==> src/rtl/perf_pkg.sv <==
// Shared constants for the performance-counter register port and its arbiter.
package perf_pkg;

    localparam int PERF_ADDR_W  = 4;
    localparam int PERF_WDATA_W = 3;

    localparam logic [PERF_ADDR_W-1:0] PERF_ADDR_CTRL = 4'd0;
    localparam logic [PERF_ADDR_W-1:0] PERF_ADDR_HI   = 4'd0;
    localparam logic [PERF_ADDR_W-1:0] PERF_ADDR_LO   = 4'd4;

    localparam logic [1:0] PERF_CTRL_CLEAR = 2'd0;
    localparam logic [1:0] PERF_CTRL_RUN   = 2'd1;
    localparam logic [1:0] PERF_CTRL_HOLD  = 2'd2;

    function automatic int id_width(input int n);
        return (n > 1) ? $clog2(n) : 1;
    endfunction

endpackage

==> src/rtl/perf_rr_arbiter.sv <==
// Combinational round-robin pick: first asserted request at or after the pointer, with wrap.
module perf_rr_arbiter
    import perf_pkg::*;
#(
    parameter int NCORES = 4,
    localparam int ID_W  = id_width(NCORES)
) (
    input  logic [NCORES-1:0] req_i,
    input  logic [ID_W-1:0]   ptr_i,
    output logic [NCORES-1:0] gnt_o,
    output logic [ID_W-1:0]   idx_o,
    output logic              any_o
);

    always_comb begin
        int j;
        gnt_o = '0;
        idx_o = '0;
        any_o = 1'b0;
        for (int i = 0; i < NCORES; i++) begin
            j = int'(ptr_i) + i;
            if (j >= NCORES) j = j - NCORES;
            if (!any_o && req_i[j]) begin
                any_o    = 1'b1;
                gnt_o[j] = 1'b1;
                idx_o    = ID_W'(j);
            end
        end
    end

endmodule

==> src/rtl/perf_mmio_arbiter.sv <==
// Round-robin sharing of the perf counter register port among NCORES cores,
// two-stage pipeline returning the counter's read data two cycles after acceptance.
module perf_mmio_arbiter
    import perf_pkg::*;
#(
    parameter int NCORES = 4
) (
    input  logic                           clk_i,
    input  logic                           rst_i,
    input  logic [NCORES-1:0]              req_valid_i,
    input  logic [NCORES-1:0]              req_we_i,
    input  logic [PERF_ADDR_W*NCORES-1:0]  req_addr_i,
    input  logic [PERF_WDATA_W*NCORES-1:0] req_wdata_i,
    output logic [NCORES-1:0]              req_ready_o,
    output logic [NCORES-1:0]              resp_valid_o,
    output logic [31:0]                    resp_rdata_o,
    output logic [PERF_ADDR_W-1:0]         cntr_addr_o,
    output logic [PERF_WDATA_W-1:0]        cntr_wdata_o,
    output logic                           cntr_w_en_o,
    input  logic [31:0]                    cntr_rdata_i
);

    localparam int ID_W = id_width(NCORES);

    logic [ID_W-1:0]         ptr_q, ptr_d;
    logic [NCORES-1:0]       gnt;
    logic [ID_W-1:0]         win_idx;
    logic                    any_gnt, accept;
    logic                    sel_we;
    logic [PERF_ADDR_W-1:0]  sel_addr;
    logic [PERF_WDATA_W-1:0] sel_wdata;

    logic                    s1_vld_q, s1_we_q, s2_vld_q, s2_we_q;
    logic [ID_W-1:0]         s1_id_q, s2_id_q;
    logic [PERF_ADDR_W-1:0]  addr_q;
    logic [PERF_WDATA_W-1:0] wdata_q;
    logic [31:0]             rdata_q;

    perf_rr_arbiter #(.NCORES(NCORES)) u_rr (
        .req_i (req_valid_i),
        .ptr_i (ptr_q),
        .gnt_o (gnt),
        .idx_o (win_idx),
        .any_o (any_gnt)
    );

    assign req_ready_o = rst_i ? '0 : gnt;
    assign accept      = any_gnt & ~rst_i;

    always_comb begin
        sel_we    = 1'b0;
        sel_addr  = '0;
        sel_wdata = '0;
        for (int k = 0; k < NCORES; k++) begin
            if (win_idx == ID_W'(k)) begin
                sel_we    = req_we_i[k];
                sel_addr  = req_addr_i[PERF_ADDR_W*k +: PERF_ADDR_W];
                sel_wdata = req_wdata_i[PERF_WDATA_W*k +: PERF_WDATA_W];
            end
        end
    end

    always_comb begin
        ptr_d = ptr_q;
        if (accept) ptr_d = (win_idx == ID_W'(NCORES-1)) ? '0 : win_idx + 1'b1;
    end

    always_ff @(posedge clk_i) begin
        if (rst_i) begin
            ptr_q    <= '0;
            s1_vld_q <= 1'b0;
            s1_we_q  <= 1'b0;
            s1_id_q  <= '0;
            s2_vld_q <= 1'b0;
            s2_we_q  <= 1'b0;
            s2_id_q  <= '0;
            addr_q   <= '0;
            wdata_q  <= '0;
            rdata_q  <= '0;
        end else begin
            ptr_q    <= ptr_d;
            // stage 1: drive the counter port
            s1_vld_q <= accept;
            s1_we_q  <= accept & sel_we;
            s1_id_q  <= win_idx;
            if (accept) begin
                addr_q  <= sel_addr;
                wdata_q <= sel_wdata;
            end
            // stage 2: counter read data is now valid
            s2_vld_q <= s1_vld_q;
            s2_we_q  <= s1_we_q;
            s2_id_q  <= s1_id_q;
            rdata_q  <= resp_rdata_o;
        end
    end

    assign cntr_addr_o  = addr_q;
    assign cntr_wdata_o = wdata_q;
    // Suppress a pending write pulse in the cycle reset is asserted.
    assign cntr_w_en_o  = s1_we_q & ~rst_i;

    always_comb begin
        resp_valid_o = '0;
        for (int k = 0; k < NCORES; k++) begin
            resp_valid_o[k] = s2_vld_q && (s2_id_q == ID_W'(k));
        end
    end

    assign resp_rdata_o = s2_vld_q ? (s2_we_q ? 32'd0 : cntr_rdata_i) : rdata_q;

endmodule

==> config.mk <==
export PLATFORM = sky130hd
export DESIGN_NAME = perf_mmio_arbiter
export DESIGN_NICKNAME = d
export VERILOG_FILES = /design/src/rtl/perf_pkg.sv /design/src/rtl/perf_rr_arbiter.sv /design/src/rtl/perf_mmio_arbiter.sv
export SDC_FILE = /design/constraint.sdc
export NUM_CORES = 1
export LEC_CHECK = 0
export CORE_MARGIN = 2
export CORE_UTILIZATION = 45
export DETAILED_ROUTE_END_ITERATION = 12
export PLACE_DENSITY_LB_ADDON = 0.15
export RECOVER_POWER = 25
export SYNTH_ARGS = -nofsm -noshare
export SYNTH_HDL_FRONTEND = slang
export SYNTH_SLANG_ARGS = --single-unit
==> constraint.sdc <==
create_clock -name clk_i -period 6.7 [get_ports clk_i]
set_clock_uncertainty 0.15 [all_clocks]
set_input_delay 1.34 -clock clk_i [delete_from_list [all_inputs] [get_ports clk_i]]
set_output_delay 1.34 -clock clk_i [all_outputs]
set_load 0.005 [all_outputs]
==> results of run 1 <==
==> flip-flops by register name, indices dropped and copies added (netlist names) <==
signal,flops
cntr_addr_o,4
s1_we_q,1
s2_we_q,1
cntr_wdata_o,3
s1_id_q,2
ptr_q,2
rdata_q,32
s2_id_q,2
s2_vld_q,1
s1_vld_q,1
==> power by group through the flow <==
stage	combinational [mW]	clock (mW)	sequential, mW
finish	0.593	0.155	0.373
global route	0.662	0.173	0.382
CTS	0.603	0.161	0.375
detailed placement	0.600	0	0.381
global placement	0.585	0	0.379
floorplan	0.414	0	0.365
==> cell families after synthesis <==
family,Yosys count,synth area share
AO/OA/AOI/OAI,73,0.179
adder cells (fa/ha/maj),8,0.0392
buffers and inverters,60,0.0975
flip-flops,49,0.384
multiplexers,10,0.0627
AND/OR/NAND/NOR,119,0.238
==> per-stage QoR <==
stage	total power, mW	std cells	hold slack [ns]	area (µm²)
after CTS	1.14	493	0.292	3790
after floorplan	0.778	319	0.264	2550
after global placement	0.964	487	0.272	3710
after detailed placement	0.981	487	0.273	3710
final	1.12	493	0.289	3790
after global routing	1.22	493	0.304	3790
==> metal layers <==
layer / global-route usage / vias to the layer above / share of wire
met5: 0 / - / 0
met4: 0.0603 / 0 / 0.012
met3: 0.0625 / 5 / 0.090
met2: 0.350 / 89 / 0.47
met1: 0.206 / 1061 / 0.42
li1: - / 1254 / -
==> final cells by class <==
type | instances | area [µm²]
sequential | 49 | 981
clock inverter | 1 | 5.00
inverter | 39 | 146
fill | 484 | 1720
timing repair buffer | 117 | 1170
multi-input combinational | 210 | 1330
clock buffer | 5 | 68.8
tap | 72 | 90.1
==> worst register-to-register path, cell delays in order, from the launching register on <==
cell and delay [ns]:
dfxtp_1 0.61, inv_1 0.20, ha_1 0.40, mux4_2 0.34, and2b_1 0.25, o21ai_0 0.17, o31a_1 0.26, inv_1 0.11
ha_1 0.34, nor2b_1 0.45, a221oi_1 0.16, nor3_1 0.17, a21oi_1 0.06, a211oi_1 0.26
==> cells in the mapped netlist, drive strengths merged (2+ instances only) <==
master / number
dfxtp: 49
nor2: 18
mux2i: 4
o21ai: 34
nor3b: 2
nor3: 8
ha: 8
nand3b: 3
a21oi: 14
a221oi: 9
clkbuf: 17
mux2: 2
a211oi: 6
mux4: 4
nand2: 39
inv: 39
a22o: 4
buf: 4
nor2b: 10
and2: 35
==> worst max path at each step <==
stage / startpoint / to / slack [ns]
global route: req_valid_i[3] / req_ready_o[0] / 1.32
finish: req_valid_i[3] / req_ready_o[3] / 1.47
floorplan: req_valid_i[2] / req_ready_o[1] / 2.74
global placement: req_valid_i[2] / req_ready_o[0] / 1.66
detailed placement: req_valid_i[1] / req_ready_o[0] / 1.56
CTS: req_valid_i[1] / req_ready_o[0] / 1.55
==> placed cells by master, fill, tap and decap left out, types with 7 or more instances in the layout <==
| cell type | count |
|---|---|
| a21oi_1 | 14 |
| nor3_1 | 7 |
| nor2_1 | 18 |
| inv_1 | 39 |
| o21ai_0 | 34 |
| nor2b_1 | 9 |
| nand2_1 | 39 |
| clkdlybuf4s50_1 | 108 |
| a221oi_1 | 9 |
| dlygate4sd3_1 | 9 |
| and2_1 | 35 |
| ha_1 | 8 |
| dfxtp_1 | 49 |
==> results.cfg, run 1 <==
[pwr]
sw_frac_of_total = 0.354
sequentialPowerShare = 0.333
power.leakage_nw = 1.48
p_sw_uw = 396
ir_drop_uv = 175
powerDensity_nw_per_um2 = 296
power_frac_comb = 0.529
power_frac_clock = 0.138
power.internal_uw = 724

[setup_path]
path_max_fanout = 8
cp_slowest_cell = dlygate4sd3_1
r2r-start = ptr_q[0]
end_kind = output port
cp_slowest_stage_delay_ns = 0.63
worstSetupPathType = primary input to output port
required_ns = 5.21
r2r_end = cntr_wdata_o[1]
cp.arrival_ns = 3.74
cp.depth = 7
path_buf_inv = 2
crit_chain = dlygate4sd3_1, mux4_2, nor3_2, and2_1, nand2_1, a21oi_1, clkdlybuf4s50_1
ff2ff_path_depth = 13
reg2reg_setup_slack_ns = 2.68
start_kind = primary input
critical-path-top-delay-family = buffers and inverters

[layout]
drive_gt1_frac = 0.0333
nNetsFinal = 500
syn_to_final_growth_pct = 48.4
antennaDiodeCount = 0
postLayoutCoreUtil = 0.688

[clock_network]
cts_root_buffer = clkbuf_8
clock_latency_ns = 0.29
cts.sinks = 49
hold_buffers = 0
cts_tree = yes
post_cts_buffers = 0
post_cts_resized = 0
htree_levels = 2
cts-buffers-inserted = 5
clock_path_buffers = 2
clkTransAtPathRegs_ns = 0.08

[synthesis]
synth_top_cell_by_area = dfxtp_1
synth-main-ff-cell = dfxtp_1
yosys_register_bits = 49
async_flop_share = 0
synth-seq-area-share = 0.384
synth_top_area_frac = 0.384
synth_warnings = 0
synth.area.top_cells = dfxtp_1, and2_1, o21ai_0
synth-edff-count = 0
synth_nets = 397
yosysUniqueCellTypes = 34
synthCells = 319
syn_area_um2 = 2550
avgSynthCellArea_um2 = 8.01

[grt]
grt_pass1_wl_um = 9580
grt_max_degree = 40
grt_pass1_vias = 2265
antenna_found_initial = 0
grtUsageTotal = 0.191
grt-ovfl-total = 0

[placement]
portBuffers = 117
dp_slack_ns = 1.56
globalplace.congestion = 0.732
dp.final_hpwl_um = 4340

[worst_hold_path]
hp-start = s1_vld_q
hp-class = flop to flop
hold_path_end = s2_vld_q
whs_path_depth = 1

[route]
avgViaCountPerCell = 4.89
post_drt_wl_per_cell_um = 12.0
ant_nets = 0
drtIter0Drc = 87
vias = 2409
drtPass1Iterations = 4
routed_wl_um = 5920
drt_drc_violations_left = 0

[sta]
slew_viol_final = 0
max_freq_ghz = 0.191
rsz0062_at_grt = false
period_minus_slack_ns = 5.23
fin_tns_setup_ns = 0
slew_headroom = 0.210
setup_ws_ns = 1.47
tightestPinTransition_ns = 1.18
hold_viol_final = 0
setup_viol = 0
layout_worst_path_cycle_share = 0.781

[job]
cap_violations = 0

[floorplan]
rows = 27
dieWidth_um = 79.3
die_area_um2 = 6290
core_um2 = 5510
start_util = 0.464
die_h_um = 79.3
io_pins = 118

[status]
outcome = complete, no violations
Power figures use the tool's default switching activity.
==> run 2, diff against run 1 <==
- CORE_UTILIZATION: 45 -> 37
- clock period: 6.7 -> 4.7 ns (I/O delays scaled with it)
==> run 2 against run 1 <==
  * Count of clock-buffer cells in the layout is 2 higher
  * Clock power is 96% higher
  * Cell count is 2.4% higher
  * Sequential cell count stayed put
  * Die area is 20% higher
  * Global-route usage is 2.8 points lower
  * Register-to-register slack worse by 1.9 ns
  * Critical endpoint is now req_ready_o[2]
  * Largest cell class unchanged
  * Largest power group unchanged
==> results.cfg, run 2 (synthesized netlist as in run 1, its figures left out) <==
[pwr]
sw_frac_of_total = 0.340
power_frac_comb = 0.507
powerDensity_nw_per_um2 = 437
sequentialPowerShare = 0.312
power_frac_clock = 0.181
power.leakage_nw = 1.50
ir_drop_uv = 229
p_sw_uw = 573
power_mw = 1.68
power.internal_mw = 1.11

[placement]
placed_area_um2 = 3740
dp.final_hpwl_um = 4500
dp_slack_ns = 0.326
portBuffers = 117
globalplace.congestion = 0.735

[sta]
max_freq_ghz = 0.231
slew_headroom = 0.236
fin_tns_setup_ns = 0
setup_ws_ns = 0.378
hold_viol_final = 0
slew_viol_final = 0
tightestPinTransition_ns = 1.14
period_minus_slack_ns = 4.32
setup_viol = 0
fin_hold_ws_ns = 0.292
layout_worst_path_cycle_share = 0.920
rsz0062_at_grt = false

[route]
ant_nets = 0
vias = 2418
avgViaCountPerCell = 4.79
post_drt_wl_per_cell_um = 12.1
routed_wl_um = 6110
drt_drc_violations_left = 0
drtIter0Drc = 30
drtPass1Iterations = 4

[floorplan]
rows = 30
start_util = 0.380
die_area_um2 = 7580
core_um2 = 6720
dieWidth_um = 87.1
die_h_um = 87.1
io_pins = 118

[setup_path]
cp_common_cell = clkdlybuf4s50_1
path_max_fanout = 8
cp.arrival_ns = 3.23
critical-path-top-delay-family = buffers and inverters
end_kind = output port
required_ns = 3.61
start_kind = primary input
crit_chain = clkdlybuf4s50_1, mux4_2, and2b_1, a22o_1, mux2i_1, a21oi_1, clkdlybuf4s50_1
cp_slowest_cell = mux4_2
cp_slowest_stage_delay_ns = 0.59
worstSetupPathType = primary input to output port
path_buf_inv = 2

[grt]
antenna_found_initial = 0
grt_pass1_vias = 2185
grt_pass1_wl_um = 9950
grtUsageTotal = 0.162
grt_max_degree = 40
grt-ovfl-total = 0

[job]
cap_violations = 0

[layout]
largest_reg_flops = 32
fillers = 643
layout_commonest_cell = clkdlybuf4s50_1
layout_common_cells = clkdlybuf4s50_1, dfxtp_1, inv_1, nand2_1, and2_1
max_flop_register = rdata_q
nNetsFinal = 502
finish.instance_area_um2 = 3850
drive_gt1_frac = 0.0376
antennaDiodeCount = 0
syn_to_final_growth_pct = 50.9

[clock_network]
post_cts_resized = 0
post_cts_buffers = 0
cts.sinks = 49
cts-buffers-inserted = 5
hold_buffers = 0
cts_tree = yes
clock_latency_ns = 0.29
cts_root_buffer = clkbuf_8
clkTransAtPathRegs_ns = 0.08
clock_path_buffers = 2
htree_levels = 2

[status]
outcome = complete, no violations

[worst_hold_path]
hp-class = flop to flop
run 2: changes by cell type in the layout (fill, tap and decap cells not counted):
cell             previous run  this run
dlygate4sd3_1               9         8
buf_4                       0         1
clkbuf_1                    0         2
clkinv_2                    1         0
clkbuf_8                    5         6
bufinv_16                   0         1
clkdlybuf4s50_1           108       109
run 2: per-layer routing:
layer	vias up	GRT usage	routed length [µm]
met5	-	0	0
met1	1063	0.201	2850
li1	1267	-	-
met2	86	0.279	2760
met3	2	0.0417	462
met4	0	0.0426	40
run 2: path summary, 6_finish.rpt:
path / from / slack (ns) / to / cells past startpoint
max: req_valid_i[2] / 0.38 / req_ready_o[2] / 7
min reg2reg: s1_id_q[0] / 0.29 / s2_id_q[0] / 1
min: s1_id_q[0] / 0.29 / s2_id_q[0] / 1
max reg2reg: ptr_q[0] / 0.75 / cntr_addr_o[2] / 13
run 2: area by class of cell:
cell class                      instances  area, µm²  area share
Multi-Input combinational cell        210       1330       0.344
Timing Repair Buffer                  119       1180       0.307
Sequential cell                        49        981       0.255
Inverter                               39        146      0.0380
Tap cell                               80        100      0.0260
Clock buffer                            7       86.3      0.0224
Clock inverter                          1       30.0     0.00779
run 2: power groups by stage:
stage / clock network, mW / registers [mW] / logic, mW
floorplan: 0 / 0.520 / 0.590
global placement: 0 / 0.534 / 0.850
detailed placement: 0 / 0.536 / 0.866
CTS: 0.319 / 0.528 / 0.868
global route: 0.338 / 0.536 / 0.947
finish: 0.304 / 0.525 / 0.854
run 2: through the flow:
stage / cells / utilization
2_1_floorplan: 319 / -
3_3_place_gp: 497 / 0.557
3_5_place_dp: 497 / 0.557
4_1_cts: 505 / 0.574
5_1_grt: 505 / 0.573
6_report: 505 / 0.573
run 2: worst reg2reg max path, stage by stage (launching register included):
cell,delay (ns)
dfxtp_1,0.61
inv_1,0.20
ha_1,0.41
mux4_2,0.34
and2b_1,0.25
o21ai_0,0.16
o31a_1,0.23
inv_1,0.11
ha_1,0.33
nor2b_1,0.44
a221oi_1,0.16
nor3_1,0.16
a21oi_1,0.06
a211oi_1,0.25
==> run 3, diff against run 2 <==
- SKIP_LAST_GASP: unset -> 1
- clock period: 4.7 -> 3.8 ns (I/O delays scaled with it)
==> run 3 against run 2 <==
  * Hold slack barely moved
  * Largest cell class is now non-clock buffers
  * First-iteration DRC count rose to 2.6 times the previous value
  * Global-route usage rose by 0.59 points
  * Critical path depth did not move
  * Critical endpoint is now req_ready_o[1]
  * Combinational power rose by 41%
  * Sequential share of layout area fell by 1.1 points
  * Core utilization rose by 2.5 points
  * Routed wire length rose by 4.6%
  * Register-to-register slack got worse by 0.10 ns
==> results.cfg, run 3 (synthesized netlist as in run 1, its figures left out) <==
[status]
outcome = complete, no violations

[setup_path]
end_kind = output port
cp.arrival_ns = 2.70
start_kind = primary input
required_ns = 2.89
worstSetupPathType = primary input to output port
path_max_fanout = 5

[layout]
nNetsFinal = 522
layout_common_cells = clkdlybuf4s50_1, dfxtp_1, inv_1, nand2_1
syn_to_final_growth_pct = 57.4
postLayoutCoreUtil = 0.598
largest_reg_flops = 32
fillers = 613
antennaDiodeCount = 0
max_flop_register = rdata_q
layout.cells.non_filler = 525
drive_gt1_frac = 0.0831
finish.instance_area_um2 = 4020
layout_commonest_cell = clkdlybuf4s50_1

[floorplan]
io_pins = 118
die_area_um2 = 7580
die_h_um = 87.1
rows = 30
core_um2 = 6720
dieWidth_um = 87.1
start_util = 0.380

[sta]
layout_worst_path_cycle_share = 0.950
slew_headroom = 0.459
hold_viol_final = 0
tightestPinTransition_ns = 0.810
fin_tns_setup_ns = 0
period_minus_slack_ns = 3.61
rsz0062_at_grt = false
slew_viol_final = 0
max_freq_ghz = 0.277
setup_ws_ns = 0.192
fin_hold_ws_ns = 0.292
setup_viol = 0

[grt]
grtUsageTotal = 0.168
grt_max_degree = 39
grt_pass1_wl_um = 10100
antenna_found_initial = 0
grt-ovfl-total = 0
grt_pass1_vias = 2256

[route]
post_drt_wl_per_cell_um = 12.2
avgViaCountPerCell = 4.80
routed_wl_um = 6390
vias = 2520
drtIter0Drc = 77
ant_nets = 0
drtPass1Iterations = 4
drt_drc_violations_left = 0

[placement]
portBuffers = 117
dp.final_hpwl_um = 4810
dp_slack_ns = -0.0499
place_inst = 514
globalplace.congestion = 0.719
placed_area_um2 = 3870

[clock_network]
cts_root_buffer = clkbuf_8
clkTransAtPathRegs_ns = 0.09
hold_buffers = 0
cts_tree = yes
clock_path_buffers = 2
cts.sinks = 49
htree_levels = 2
clock_latency_ns = 0.29
cts-buffers-inserted = 5

[pwr]
power.leakage_nw = 1.67
powerDensity_nw_per_um2 = 548
power_mw = 2.20
ir_drop_uv = 420

[job]
cap_violations = 0

[worst_hold_path]
hp-class = flop to flop
==> run 3: changes by cell type in the layout (fill, tap and decap cells not counted), sizes merged <==
cell	delta
clkbuf	+2
clkdlybuf4s50	-7
dlygate4sd2	+2
dlymetal6s2s	+5
buf	+18
==> run 3: critical path, stage by stage <==
cell and delay [ns]:
dlygate4sd2_1 0.27, mux4_2 0.53, nor3_4 0.23, and2_4 0.19, nand2_1 0.05, a21oi_1 0.15
clkdlybuf4s50_1 0.52
==> run 3: path summary, 6_finish.rpt <==
kind              slack (ns)  cells after the start               to           start
hold reg to reg         0.29                      1         s2_vld_q        s1_vld_q
setup / recovery        0.19                      7   req_ready_o[1]  req_valid_i[3]
hold / removal          0.29                      1         s2_vld_q        s1_vld_q
setup reg to reg        0.65                     13  cntr_wdata_o[2]        ptr_q[0]
==> run 3: area by class of cell <==
type                    instances  area [µm²]  share of cell area
multi-input cells             210        1340               0.333
repair buffers                139        1340               0.333
flip-flops and latches         49         981               0.244
well taps                      80         100              0.0249
clock buffers                   7        86.3              0.0215
clock inverters                 1        30.0             0.00747
inverters                      39         146              0.0364
==> run 3: metal layers <==
metal	share of wire	routed length, µm	track usage	vias up
met2	0.46	2940	0.287	92
met1	0.44	2790	0.198	1117
met5	0	0	0	-
met3	0.092	587	0.0588	7
met4	0.012	77	0.0511	0
li1	-	-	-	1304
==> run 3: power breakdown <==
group / switching (mW) / internal [mW] / leakage (nW) / total, mW
clock: 0.164 / 0.215 / 0.0585 / 0.379
combinational: 0.549 / 0.648 / 1.21 / 1.20
sequential: 0.0298 / 0.597 / 0.402 / 0.627
==> run 3: what timing repair did <==
action | in CTS | in global routing
gates resized for setup | 4 | 6
endpoints found under the setup margin | 4 | 3
gates cloned | 0 | 0
pin swaps | 0 | 1
buffers inserted | 0 | 3
==> RTL change 1, RTL diff (settings of run 2) <==
`NCORES` is set to 4 in 2 places; all go to 3.
--- a/src/rtl/perf_rr_arbiter.sv
+++ b/src/rtl/perf_rr_arbiter.sv
@@ -3,5 +3,5 @@
     import perf_pkg::*;
 #(
-    parameter int NCORES = 4,
+    parameter int NCORES = 3,
     localparam int ID_W  = id_width(NCORES)
 ) (
--- a/src/rtl/perf_mmio_arbiter.sv
+++ b/src/rtl/perf_mmio_arbiter.sv
@@ -4,5 +4,5 @@
     import perf_pkg::*;
 #(
-    parameter int NCORES = 4
+    parameter int NCORES = 3
 ) (
     input  logic                           clk_i,
Interface: changed (6 resized); port bits go from 118 to 107. The function was not compared with the original's and may differ.
==> RTL change 1 against run 2 <==
  * Clock power fell by 23%
  * Routed wire length fell by 13%
  * First-iteration DRC count rose by 50%
  * Setup slack improved by 0.38 ns
  * Power fell by 12%
  * Sequential cell count did not move
  * Final cell count fell by 8.1%
  * Maximum frequency rose by 9.8%
  * Cell area fell by 8.1%
  * Synthesized area fell by 7.3%
  * Register-to-register slack improved by 1.2 ns
  * The flow now finishes with violations (capacitance limit, slew limit)
  * Critical path type unchanged
  * Non-clock buffer count fell by 10
==> RTL change 1: results (changes against run 2) <==
{| class="wikitable"
! Metric !! Value
|-
| Net Count, Synth || 352 (-11%)
|-
| Maximum number of pins on one net before global-route repair || 39 (-2.5%)
|-
| Wire per inst || 11.5 um (-5.3%)
|-
| Filler cell count in the final layout || 601 (-6.5%)
|-
| Power per cell area || 416 nW/um2 (-4.8%)
|-
| Number of max-cap violations || 1 (+1)
|-
| Worst voltage drop across the vdd grid || 255 uV (+11%)
|-
| Post-Place Setup Slack || 0.799 ns (+0.473 ns)
|-
| Repair and plain buffers || 109 (-8.4%)
|-
| Cell count after synthesis || 287 (-10%)
|-
| Final cell count without fillers || 464 (-8.1%)
|-
| Post-synthesis share of cell area spent on full adders, half adders and majority gates || 2.11% (-1.8 points)
|-
| Post-detailed-placement half-perimeter wirelength || 3800 um (-16%)
|-
| Non-Clock Buffer Area Fraction || 30.3% (-0.38 points)
|-
| Arrival time at the worst endpoint || 2.85 ns (-0.38 ns)
|-
| Clock buf/inv share || 2.37% (-0.65 points)
|-
| Compound-Gate Fraction of Synth Area || 16.1% (-1.8 points)
|-
| Max_slew headroom || -6.63% (-30 points)
|-
| Global Route Usage Sum || 15.4% (-0.80 points)
|-
| Run status || finished, violations left
|-
| Clock group power || 235 uW (-23%)
|-
| Sequential cell area share || 27.7% (+2.2 points)
|-
| Port bufs || 106 (-9.4%)
|-
| DP Area || 3460 um2 (-7.4%)
|-
| Violations in the final reports || capacitance limit, slew limit
|-
| CP max-delay cell || clkdlybuf4s50_1
|-
| Reported leakage power || 0.00131 uW (-13%)
|-
| Cells taking the most area after synthesis || dfxtp_1, nor2b_1, o21ai_0
|-
| Share of cell area taken by muxes after synthesis || 5.07% (-1.2 points)
|-
| Fraction of standard cell area in multi-input logic || 33.0% (-1.4 points)
|-
| Final GP Congestion || 0.860 (+17%)
|-
| Final-report max-slew violation count || 39 (+39)
|-
| Max Fanout on Critical Path || 7 (-1)
|-
| R2R cell count || 8 (-5)
|}
[RTL change 1: final timing paths]
kind	startpoint	end	slack, ns
max	req_valid_i[1]	req_ready_o[2]	0.76
min	s1_id_q[1]$_SDFF_PP0_	s2_id_q[1]$_SDFF_PP0_	0.29
max reg2reg	ptr_q[0]$_SDFFE_PP0P_	cntr_addr_o[2]$_SDFFE_PP0P_	1.94
min reg2reg	s1_id_q[1]$_SDFF_PP0_	s2_id_q[1]$_SDFF_PP0_	0.29
[RTL change 1: routing by layer]
| layer | GRT usage, % | up-vias | part of all wire, % |
|---|---|---|---|
| met2 | 27.0 | 66 | 46 |
| met1 | 18.8 | 955 | 46 |
| met3 | 3.96 | 5 | 7.2 |
| li1 | - | 1121 | - |
| met4 | 3.96 | 0 | 0.85 |
| met5 | 0 | - | 0 |
[RTL change 1: cells by family after synthesis]
kind of cell	Yosys count
buffers and inverters	54
AND/OR/NAND/NOR	110
adder cells (fa/ha/maj)	4
AO/OA/AOI/OAI	58
flip-flops	49
multiplexers	12
==> RTL change 2, RTL diff (config.mk and constraints of run 2) <==
Made on the original files. Make the reset (`rst_i`) asynchronous in one clocked block.
--- a/src/rtl/perf_mmio_arbiter.sv
+++ b/src/rtl/perf_mmio_arbiter.sv
@@ -66,5 +66,5 @@
     end
 
-    always_ff @(posedge clk_i) begin
+    always_ff @(posedge clk_i or posedge rst_i) begin
         if (rst_i) begin
             ptr_q    <= '0;
Check against the original RTL: differs if rst_i is asserted again (counterexample within 4 cycles, from zero or initial values and one cycle with rst_i high); with rst_i held inactive, the same outputs for 10 cycles.
==> RTL change 2 against run 2 <==
  * The run now ends with capacitance limit, slew limit left
  * Die area increased by 2.3%
  * Non-clock buffer count increased by 6
  * Synthesized area increased by 2.4%
  * Sequential share of layout area increased by 5.4 points
  * Routed wire length increased by 3.3%
  * Cell area increased by 3.1%
  * Sequential power increased by 25%
  * Setup slack got worse by 0.13 ns
  * Sequential cell count unchanged
  * Critical path depth unchanged
  * Power increased by 42%
  * Core utilization increased by 0.79 points
  * Largest cell class is now sequential cells
  * Largest power group unchanged
  * Highest routed layer unchanged
==> RTL change 2: results (changes against run 2) <==
{| class="wikitable"
! Metric !! Value
|-
| Run status || finished, violations left
|-
| Violations in the final reports || capacitance limit, slew limit
|-
| Maximum number of pins on one net before global-route repair || 50 (+25%)
|-
| Reg-to-reg critical path endpoint || s1_we_q$_DFF_PP0_
|-
| Number of nets in the layout || 478 (-4.8%)
|-
| First-pass GRT wire length || 9940 um (-0.13%)
|-
| Arrival time at the worst endpoint || 3.36 ns (+0.13 ns)
|-
| Via count || 2,368 (-2.1%)
|-
| Chip width || 88.1 um (+1.1%)
|-
| Number of global-route vias before repair || 2,173 (-0.55%)
|-
| Number of max-cap violations || 2 (+2)
|-
| R2r startpoint || ptr_q[1]$_DFFE_PP0P_
|-
| Final-report max-slew violation count || 82 (+82)
|-
| Final period util || 94.7% (+2.7 points)
|-
| Global Route Usage Sum || 16.1% (-0.13 points)
|-
| Post-Place Setup Slack || 0.265 ns (-0.0608 ns)
|-
| Capturing instance or port of the critical path || req_ready_o[0]
|-
| Max Fanout on Critical Path || 10 (+2)
|-
| Cells taking the most area after synthesis || dfrtp_1, o21ai_0, nand2_1
|-
| Share of the yosys chip area belonging to registers || 46.9% (+8.5 points)
|-
| First DRT Iteration DRCs || 89 (+200%)
|-
| Fraction of final layout cells sized beyond drive strength 1 || 5.74% (+2.0 points)
|-
| Reported leakage power || 0.00171 uW (+14%)
|-
| Net Count, Synth || 363 (-8.6%)
|-
| CP max-delay cell || mux4_1
|-
| Worst min-delay path endpoint || s2_id_q[1]$_DFF_PP0_
|-
| Max stage delay on crit path || 0.69 ns (+0.10 ns)
|}
RTL change 2: cell types whose count changed in the layout (fill, tap and decap cells not counted), moves of 7 or more:
| cell | before | now |
|---|---|---|
| nor2_1 | 18 | 3 |
| dfrtp_1 | 0 | 48 |
| nand2_1 | 39 | 53 |
| dfxtp_1 | 49 | 0 |
| o21ai_0 | 34 | 41 |
| and2_1 | 35 | 1 |
RTL change 2: cell type report:
| cell class | instances | area (um2) |
|---|---|---|
| clock inverters | 3 | 21.3 |
| clock buffers | 5 | 68.8 |
| multi-input cells | 177 | 1150 |
| fillers | 645 | 2860 |
| well taps | 96 | 120 |
| repair buffers | 125 | 1230 |
| flip-flops and latches | 49 | 1230 |
| inverters | 42 | 158 |
RTL change 2: per-stage QoR:
stage	std cells	hold slack, ns	area [um2]
global placement	489	0.183	3890
CTS	497	0.205	3980
floorplan	285	0.181	2620
finish	497	0.203	3970
detailed placement	489	0.185	3890
global route	497	0.216	3970
RTL change 2: power by group:
part           internal, uW  switching, uW  total (uW)
clock network           106            137         243
registers               585           69.3         654
logic                   785            706        1490
RTL change 2: cells by family after synthesis:
| kind of cell | after synthesis | synth area share (%) |
|---|---|---|
| AO/OA/AOI/OAI | 80 | 20.2 |
| adder cells (fa/ha/maj) | 8 | 3.83 |
| buffers and inverters | 59 | 9.19 |
| flip-flops | 49 | 46.9 |
| multiplexers | 7 | 5.17 |
| AND/OR/NAND/NOR | 82 | 14.7 |
RTL change 2: per-layer routing:
metal  track usage (%)  share of wire, %  vias up
met3              4.34               8.8        7
li1                  -                 -     1190
met4              3.58              0.63        0
met1              20.2                43     1070
met5                 0                 0        -
met2              27.9                47      101
